===== src/rtl/pio_master_if.sv =====
// PIO master bundle: local command/response ports plus the reg_bs/reg_rd/reg_wr register bus.
// The master modport is the initiator's view. The slave modport is the view of the environment around it.
interface pio_master_if #(
  parameter int PIO_NBITS = 32
);
  logic                 cmd_valid;
  logic                 cmd_ready;
  logic                 cmd_wr;
  logic [PIO_NBITS-1:0] cmd_addr;
  logic [PIO_NBITS-1:0] cmd_wdata;

  logic                 rsp_valid;
  logic                 rsp_ready;
  logic                 rsp_wr;
  logic                 rsp_err;
  logic [PIO_NBITS-1:0] rsp_rdata;

  logic                 reg_bs;
  logic                 reg_rd;
  logic                 reg_wr;
  logic [PIO_NBITS-1:0] reg_addr;
  logic [PIO_NBITS-1:0] reg_din;
  logic                 pio_ack;
  logic                 pio_rvalid;
  logic [PIO_NBITS-1:0] pio_rdata;

  modport master (
    input  cmd_valid, cmd_wr, cmd_addr, cmd_wdata, rsp_ready,
    input  pio_ack, pio_rvalid, pio_rdata,
    output cmd_ready, rsp_valid, rsp_wr, rsp_err, rsp_rdata,
    output reg_bs, reg_rd, reg_wr, reg_addr, reg_din
  );

  modport slave (
    output cmd_valid, cmd_wr, cmd_addr, cmd_wdata, rsp_ready,
    output pio_ack, pio_rvalid, pio_rdata,
    input  cmd_ready, rsp_valid, rsp_wr, rsp_err, rsp_rdata,
    input  reg_bs, reg_rd, reg_wr, reg_addr, reg_din
  );
endinterface


===== src/rtl/pio_master.sv =====
// PIO bus initiator: queues commands, runs one register-bus transaction at a time with timeout.
// Optional macro PIO_MASTER_STATS_EN adds saturating transaction and timeout counters.
//
// state | meaning
// IDLE  | wait for a queued command, pop it into the bus registers
// ISSUE | reg_bs plus a single-cycle reg_rd or reg_wr strobe, arm the timeout
// WAIT  | hold the bus until completion or timeout
// RESP  | present the response until rsp_ready
// GAP   | bus idle until the last responder drops ack/rvalid
module pio_master #(
  parameter int PIO_NBITS = 32,
  parameter int CMD_DEPTH = 4,
  parameter int TO_CYCLES = 1023,
  parameter int TO_NBITS  = 10
) (
  input  logic        clk,
  input  logic        rstn,
`ifdef PIO_MASTER_STATS_EN
  output logic [15:0] stat_txn_cnt,
  output logic [15:0] stat_to_cnt,
`endif
  pio_master_if.master bus
);

  localparam int            AW     = $clog2(CMD_DEPTH);
  localparam logic [AW:0]   L_FULL = (AW+1)'(CMD_DEPTH);

  typedef enum logic [2:0] {S_IDLE, S_ISSUE, S_WAIT, S_RESP, S_GAP} state_t;

  state_t r_state, w_next;

  logic                 r_fifo_wr   [CMD_DEPTH];
  logic [PIO_NBITS-1:0] r_fifo_addr [CMD_DEPTH];
  logic [PIO_NBITS-1:0] r_fifo_din  [CMD_DEPTH];
  logic [AW-1:0]        r_wptr, r_rptr;
  logic [AW:0]          r_count;

  logic                 r_wr;
  logic [PIO_NBITS-1:0] r_addr;
  logic [PIO_NBITS-1:0] r_din;
  logic                 r_err;
  logic [PIO_NBITS-1:0] r_rdata;
  logic [TO_NBITS-1:0]  r_to_cnt;

  logic w_cmd_ready, w_empty, w_push, w_pop, w_done, w_timeout;

  assign w_cmd_ready = (r_count != L_FULL);
  assign w_empty     = (r_count == '0);
  assign w_push      = bus.cmd_valid & w_cmd_ready;
  assign w_pop       = (r_state == S_IDLE) & ~w_empty;
  // Only the completion matching the issued direction counts.
  assign w_done      = (r_state == S_WAIT) & (r_wr ? bus.pio_ack : bus.pio_rvalid);
  assign w_timeout   = (r_state == S_WAIT) & ~w_done & (r_to_cnt == '0);

  always_ff @(posedge clk) begin
    if (w_push) begin
      r_fifo_wr[r_wptr]   <= bus.cmd_wr;
      r_fifo_addr[r_wptr] <= bus.cmd_addr;
      r_fifo_din[r_wptr]  <= bus.cmd_wdata;
    end
  end

  always_ff @(posedge clk or negedge rstn) begin
    if (!rstn) begin
      r_wptr  <= '0;
      r_rptr  <= '0;
      r_count <= '0;
    end else begin
      if (w_push) r_wptr <= r_wptr + 1'b1;
      if (w_pop)  r_rptr <= r_rptr + 1'b1;
      case ({w_push, w_pop})
        2'b10:   r_count <= r_count + 1'b1;
        2'b01:   r_count <= r_count - 1'b1;
        default: r_count <= r_count;
      endcase
    end
  end

  always_ff @(posedge clk or negedge rstn) begin
    if (!rstn) r_state <= S_IDLE;
    else       r_state <= w_next;
  end

  always_comb begin
    w_next = r_state;
    unique case (r_state)
      S_IDLE:  if (!w_empty) w_next = S_ISSUE;
      S_ISSUE: w_next = S_WAIT;
      S_WAIT:  if (w_done || w_timeout) w_next = S_RESP;
      S_RESP:  if (bus.rsp_ready) w_next = S_GAP;
      S_GAP:   if (!bus.pio_ack && !bus.pio_rvalid) w_next = S_IDLE;
      default: w_next = S_IDLE;
    endcase
  end

  always_comb begin
    bus.cmd_ready = w_cmd_ready;
    bus.reg_bs    = 1'b0;
    bus.reg_rd    = 1'b0;
    bus.reg_wr    = 1'b0;
    bus.reg_addr  = r_addr;
    bus.reg_din   = r_din;
    bus.rsp_valid = 1'b0;
    bus.rsp_wr    = r_wr;
    bus.rsp_err   = r_err;
    bus.rsp_rdata = r_rdata;
    unique case (r_state)
      S_ISSUE: begin
        bus.reg_bs = 1'b1;
        bus.reg_rd = ~r_wr;
        bus.reg_wr = r_wr;
      end
      S_WAIT:  bus.reg_bs    = 1'b1;
      S_RESP:  bus.rsp_valid = 1'b1;
      default: ;
    endcase
  end

  always_ff @(posedge clk or negedge rstn) begin
    if (!rstn) begin
      r_wr     <= 1'b0;
      r_addr   <= '0;
      r_din    <= '0;
      r_err    <= 1'b0;
      r_rdata  <= '0;
      r_to_cnt <= '0;
    end else begin
      unique case (r_state)
        S_IDLE: begin
          if (!w_empty) begin
            r_wr   <= r_fifo_wr[r_rptr];
            r_addr <= r_fifo_addr[r_rptr];
            r_din  <= r_fifo_din[r_rptr];
          end
        end
        S_ISSUE: r_to_cnt <= TO_NBITS'(TO_CYCLES);
        S_WAIT: begin
          if (w_done) begin
            r_err   <= 1'b0;
            r_rdata <= r_wr ? '0 : bus.pio_rdata;
          end else if (w_timeout) begin
            r_err   <= 1'b1;
            r_rdata <= '0;
          end else begin
            r_to_cnt <= r_to_cnt - 1'b1;
          end
        end
        default: ;
      endcase
    end
  end

`ifdef PIO_MASTER_STATS_EN
  logic [15:0] r_stat_txn, r_stat_to;

  always_ff @(posedge clk or negedge rstn) begin
    if (!rstn) begin
      r_stat_txn <= '0;
      r_stat_to  <= '0;
    end else begin
      if (r_state == S_RESP && bus.rsp_ready && r_stat_txn != 16'hFFFF)
        r_stat_txn <= r_stat_txn + 1'b1;
      if (w_timeout && r_stat_to != 16'hFFFF)
        r_stat_to <= r_stat_to + 1'b1;
    end
  end

  assign stat_txn_cnt = r_stat_txn;
  assign stat_to_cnt  = r_stat_to;
`endif

endmodule


===== src/flat_wrapper.sv =====
// flat-port wrapper written by rule: the top's interface ports become plain ports
module pio_master_flat 
#(
  parameter int PIO_NBITS = 32,
  parameter int CMD_DEPTH = 4,
  parameter int TO_CYCLES = 1023,
  parameter int TO_NBITS  = 10
)
  (clk, rstn, bus_cmd_valid, bus_cmd_wr, bus_cmd_addr, bus_cmd_wdata, bus_rsp_ready, bus_pio_ack, bus_pio_rvalid, bus_pio_rdata, bus_cmd_ready, bus_rsp_valid, bus_rsp_wr, bus_rsp_err, bus_rsp_rdata, bus_reg_bs, bus_reg_rd, bus_reg_wr, bus_reg_addr, bus_reg_din);
  pio_master_if #(.PIO_NBITS(PIO_NBITS)) bus_i ();
  input  logic clk;
  input  logic rstn;
  input wire logic [$bits(bus_i.cmd_valid)-1:0] bus_cmd_valid;
  input wire logic [$bits(bus_i.cmd_wr)-1:0] bus_cmd_wr;
  input wire logic [$bits(bus_i.cmd_addr)-1:0] bus_cmd_addr;
  input wire logic [$bits(bus_i.cmd_wdata)-1:0] bus_cmd_wdata;
  input wire logic [$bits(bus_i.rsp_ready)-1:0] bus_rsp_ready;
  input wire logic [$bits(bus_i.pio_ack)-1:0] bus_pio_ack;
  input wire logic [$bits(bus_i.pio_rvalid)-1:0] bus_pio_rvalid;
  input wire logic [$bits(bus_i.pio_rdata)-1:0] bus_pio_rdata;
  output wire logic [$bits(bus_i.cmd_ready)-1:0] bus_cmd_ready;
  output wire logic [$bits(bus_i.rsp_valid)-1:0] bus_rsp_valid;
  output wire logic [$bits(bus_i.rsp_wr)-1:0] bus_rsp_wr;
  output wire logic [$bits(bus_i.rsp_err)-1:0] bus_rsp_err;
  output wire logic [$bits(bus_i.rsp_rdata)-1:0] bus_rsp_rdata;
  output wire logic [$bits(bus_i.reg_bs)-1:0] bus_reg_bs;
  output wire logic [$bits(bus_i.reg_rd)-1:0] bus_reg_rd;
  output wire logic [$bits(bus_i.reg_wr)-1:0] bus_reg_wr;
  output wire logic [$bits(bus_i.reg_addr)-1:0] bus_reg_addr;
  output wire logic [$bits(bus_i.reg_din)-1:0] bus_reg_din;
  assign bus_i.cmd_valid = bus_cmd_valid;
  assign bus_i.cmd_wr = bus_cmd_wr;
  assign bus_i.cmd_addr = bus_cmd_addr;
  assign bus_i.cmd_wdata = bus_cmd_wdata;
  assign bus_i.rsp_ready = bus_rsp_ready;
  assign bus_i.pio_ack = bus_pio_ack;
  assign bus_i.pio_rvalid = bus_pio_rvalid;
  assign bus_i.pio_rdata = bus_pio_rdata;
  assign bus_cmd_ready = bus_i.cmd_ready;
  assign bus_rsp_valid = bus_i.rsp_valid;
  assign bus_rsp_wr = bus_i.rsp_wr;
  assign bus_rsp_err = bus_i.rsp_err;
  assign bus_rsp_rdata = bus_i.rsp_rdata;
  assign bus_reg_bs = bus_i.reg_bs;
  assign bus_reg_rd = bus_i.reg_rd;
  assign bus_reg_wr = bus_i.reg_wr;
  assign bus_reg_addr = bus_i.reg_addr;
  assign bus_reg_din = bus_i.reg_din;
  pio_master #(.PIO_NBITS(PIO_NBITS), .CMD_DEPTH(CMD_DEPTH), .TO_CYCLES(TO_CYCLES), .TO_NBITS(TO_NBITS)) u_core (.clk(clk), .rstn(rstn), .bus(bus_i));
endmodule

===== config.mk =====
export PLATFORM = sky130hd
export DESIGN_NAME = pio_master_flat
export DESIGN_NICKNAME = d
export VERILOG_FILES = /design/src/rtl/pio_master_if.sv /design/src/rtl/pio_master.sv /design/src/flat_wrapper.sv
export SDC_FILE = /design/constraint.sdc
export NUM_CORES = 1
export LEC_CHECK = 0
export CAP_MARGIN = 20
export CORE_ASPECT_RATIO = 1.5
export CORE_MARGIN = 2
export CORE_UTILIZATION = 34
export DETAILED_ROUTE_END_ITERATION = 8
export SETUP_SLACK_MARGIN = 0.2
export SYNTH_ARGS = -nofsm -noshare
export SYNTH_HDL_FRONTEND = slang
export SYNTH_SLANG_ARGS = --single-unit
export TNS_END_PERCENT = 30

===== constraint.sdc =====
create_clock -name clk -period 2.6 [get_ports clk]
set_input_delay 0.52 -clock clk [delete_from_list [all_inputs] [get_ports clk]]
set_output_delay 0.52 -clock clk [all_outputs]
set_load 0.1 [all_outputs]

==> key figures <==
Global route
  – Initial antenna violation count: 3
  – Grt ovf: 0
  – Vias in the first global route: 7727
  – GR Util All Layers: 13.8%
  – Largest net degree at the start of global routing: 68
  – Global-route wire length before repair: 45300 µm

Setup path
  – Reg2Reg Depth: 9
  – Worst setup EP type: output port
  – CP arrival: 1.81 ns
  – Worst path required time: 2.08 ns
  – R2R Setup Slk: 0.38 ns
  – CP startpoint kind: flip-flop
  – Kind of critical path: flip-flop to output port
  – RR Endpoint: u_core.r_count[2]$_DFFE_PN0P_
  – Crit Reg-Reg Startpoint: u_core.r_state[1]$_DFFE_PN0P_
  – Max FO, Critical Path: 6

Routing
  – First-pass detailed-route iteration total: 4
  – DRT antenna net count: 0
  – Residual DRC: 0
  – Mean routed wirelength per cell: 19.8 µm
  – Vias post-DR: 7206
  – Final WL: 29800 µm
  – Vias/cell: 4.78
  – Initial drt markers: 347

Place
  – Post-place instance area: 17000 µm²
  – Hpwl dp: 18700 µm
  – Port-buffer cells: 205
  – Cell Count Post-Placement: 1431
  – RePlAce Congestion: 0.738

Logic synthesis
  – Yosys cell types: 48
  – Top_reg_cell synth: edfxtp_1
  – Gate Count Post-Synth: 680
  – Post-Synth Simple-Gate Area: 2.36%
  – Seq/Total Area, Yosys: 75.6%
  – Post-synthesis compound-gate area fraction: 3.29%
  – Synth warn: 0
  – Fraction of registers with async set/reset: 31.2%
  – Main combinational cell family by area after synthesis: multiplexers
  – Number of flops mapped to enable cells by yosys: 260
  – Syn Area/Cell: 20.9 µm²
  – Mux contribution to synthesized area: 15.9%
  – Synth Area in Adders: 0.668%
  – Post-synthesis xor/xnor area fraction: 0.492%
  – Seq cells post-synth: 378
  – Syn Nets: 790
  – Cell area after synthesis: 14200 µm²

Min path
  – Hold Path Class: input port to asynchronous set/reset pin

Timing
  – Max_slew headroom: 57.6%
  – Pins Over Slew Limit: 0
  – Tcrit/Tclk final: 89.6%
  – Worst-Margin Slew: 0.630 ns
  – Clock Skews: 0.0150 ns
  – Post-layout minimum cycle time: 2.33 ns
  – Fin Setup TNS: 0 ns
  – Final setup viols: 0
  – RSZ-0062 raised after global routing: true
  – Final Hold Fails: 0
  – F_max: 0.429 GHz

Clock tree
  – CTS H-Tree Depth: 2
  – Clock slew at reported path FFs: 0.06 ns
  – Clock tree buffer depth: 3
  – CTS buffer count: 38
  – CTS tree: built
  – Skew-Pair Late Insertion Delay: 0.53 ns
  – Clock Sinks: 378
  – Root Driver: clkbuf_16

Layout
  – Nets@finish: 1030
  – Non-filler cells, final: 1508
  – Commonest non-fill, non-tap cell in the layout: edfxtp_1
  – Area grow syn2layout: 28.8%
  – N_diodes: 0
  – Most frequent cells in the layout: 260 x edfxtp_1, 113 x dfrtp_1, 111 x buf_4
  – Fin area: 18300 µm²
  – Share of layout cells above drive strength 1: 35.7%
  – Layout filler cell count: 3625
  – Utilization after layout: 44.5%

Die
  – Die Wd: 171 µm
  – Die extent in y: 255 µm
  – Die area: 43600 µm²
  – Initial Util: 34.5%
  – I/O pin total: 206
  – Core area: 41200 µm²
  – FP Rows: 91

Job
  – Max-cap viol count: 0

Outcome
  – Status: complete, no violations
timing repair:
item / 4_1_cts / 5_1_grt
endpoints found under the hold margin: 41 / 0
hold buffers: 1 / 0
setup endpoints to repair: 3 / 1
buffers inserted: 2 / 4
gates resized for setup: 4 / 0
routing by layer:
layer | vias to the layer above | GRT usage, % | wire length, µm
met5 | - | 0 | 46
met4 | 6 | 4.50 | 694
met3 | 52 | 3.37 | 1770
met2 | 192 | 25.3 | 15700
met1 | 3736 | 15.8 | 11600
li1 | 3220 | - | -
flip-flops by register name, indices dropped and copies added, names as in the netlist:
signal,cells
u_core.r_to_cnt,10
u_core.r_state,3
u_core.bus.reg_din,32
u_core.r_rptr,2
u_core.r_wptr,2
u_core.bus.rsp_err,1
u_core.r_count,3
u_core.r_fifo_addr,128
u_core.r_fifo_din,128
u_core.r_fifo_wr,4
u_core.bus.rsp_wr,1
u_core.bus.reg_addr,32
u_core.bus.rsp_rdata,32
stage by stage:
step | setup slack (ns) | hold WS (ns)
after global routing | 0.194 | 0.516
after global placement | 0.228 | 0.490
after detailed placement | 0.184 | 0.492
after floorplan | 0.121 | 0.224
final | 0.270 | 0.504
after CTS | 0.200 | 0.503
critical path, stage by stage (launching register included):
cell and delay (ns):
dfrtp_2 0.46, buf_12 0.15, nor3b_2 0.25, nor2b_2 0.23, buf_12 0.19
synth_stat cells (6+ instances only):
| cell type | instances | area [µm²] |
|---|---|---|
| ha_1 | 6 | 75.1 |
| inv_1 | 10 | 37.5 |
| buf_2 | 11 | 55.1 |
| mux4_2 | 65 | 1460 |
| dfrtp_1 | 118 | 2950 |
| a22o_1 | 32 | 280 |
| nor2_1 | 10 | 37.5 |
| buf_4 | 9 | 67.6 |
| mux2_2 | 67 | 754 |
| edfxtp_1 | 260 | 7810 |
how the worst max path moves through the flow:
stage / startpoint / end / slack, ns / cells past startpoint
2_1_floorplan: u_core.r_state[0]$_DFFE_PN0P_ / bus_reg_rd / 0.12 / 4
3_3_place_gp: bus_cmd_valid / u_core.r_count[2]$_DFFE_PN0P_ / 0.23 / 9
3_5_place_dp: bus_cmd_valid / u_core.r_count[2]$_DFFE_PN0P_ / 0.18 / 9
4_1_cts: u_core.r_state[1]$_DFFE_PN0P_ / bus_reg_bs / 0.20 / 4
5_1_grt: u_core.r_state[1]$_DFFE_PN0P_ / bus_reg_rd / 0.19 / 4
6_report: u_core.r_state[1]$_DFFE_PN0P_ / bus_reg_rd / 0.27 / 4
layout make-up:
cell class / count / area, µm² / area share (%)
well taps: 558 / 698 / 3.81
repair buffers: 233 / 2250 / 12.3
clock buffers: 56 / 1120 / 6.12
flip-flops and latches: 378 / 10800 / 58.8
inverters: 10 / 37.5 / 0.205
clock inverters: 14 / 175 / 0.956
multi-input cells: 259 / 3280 / 17.9
kinds of logic after synthesis:
group	after synthesis
xor+xnor	8
fa+ha+maj	7
compound gates	59
buf+inv	43
mux	136
flops	378
simple gates	49
Power is not shown: default switching activity piles up to over one toggle a cycle in this logic, so the estimate is an artifact.
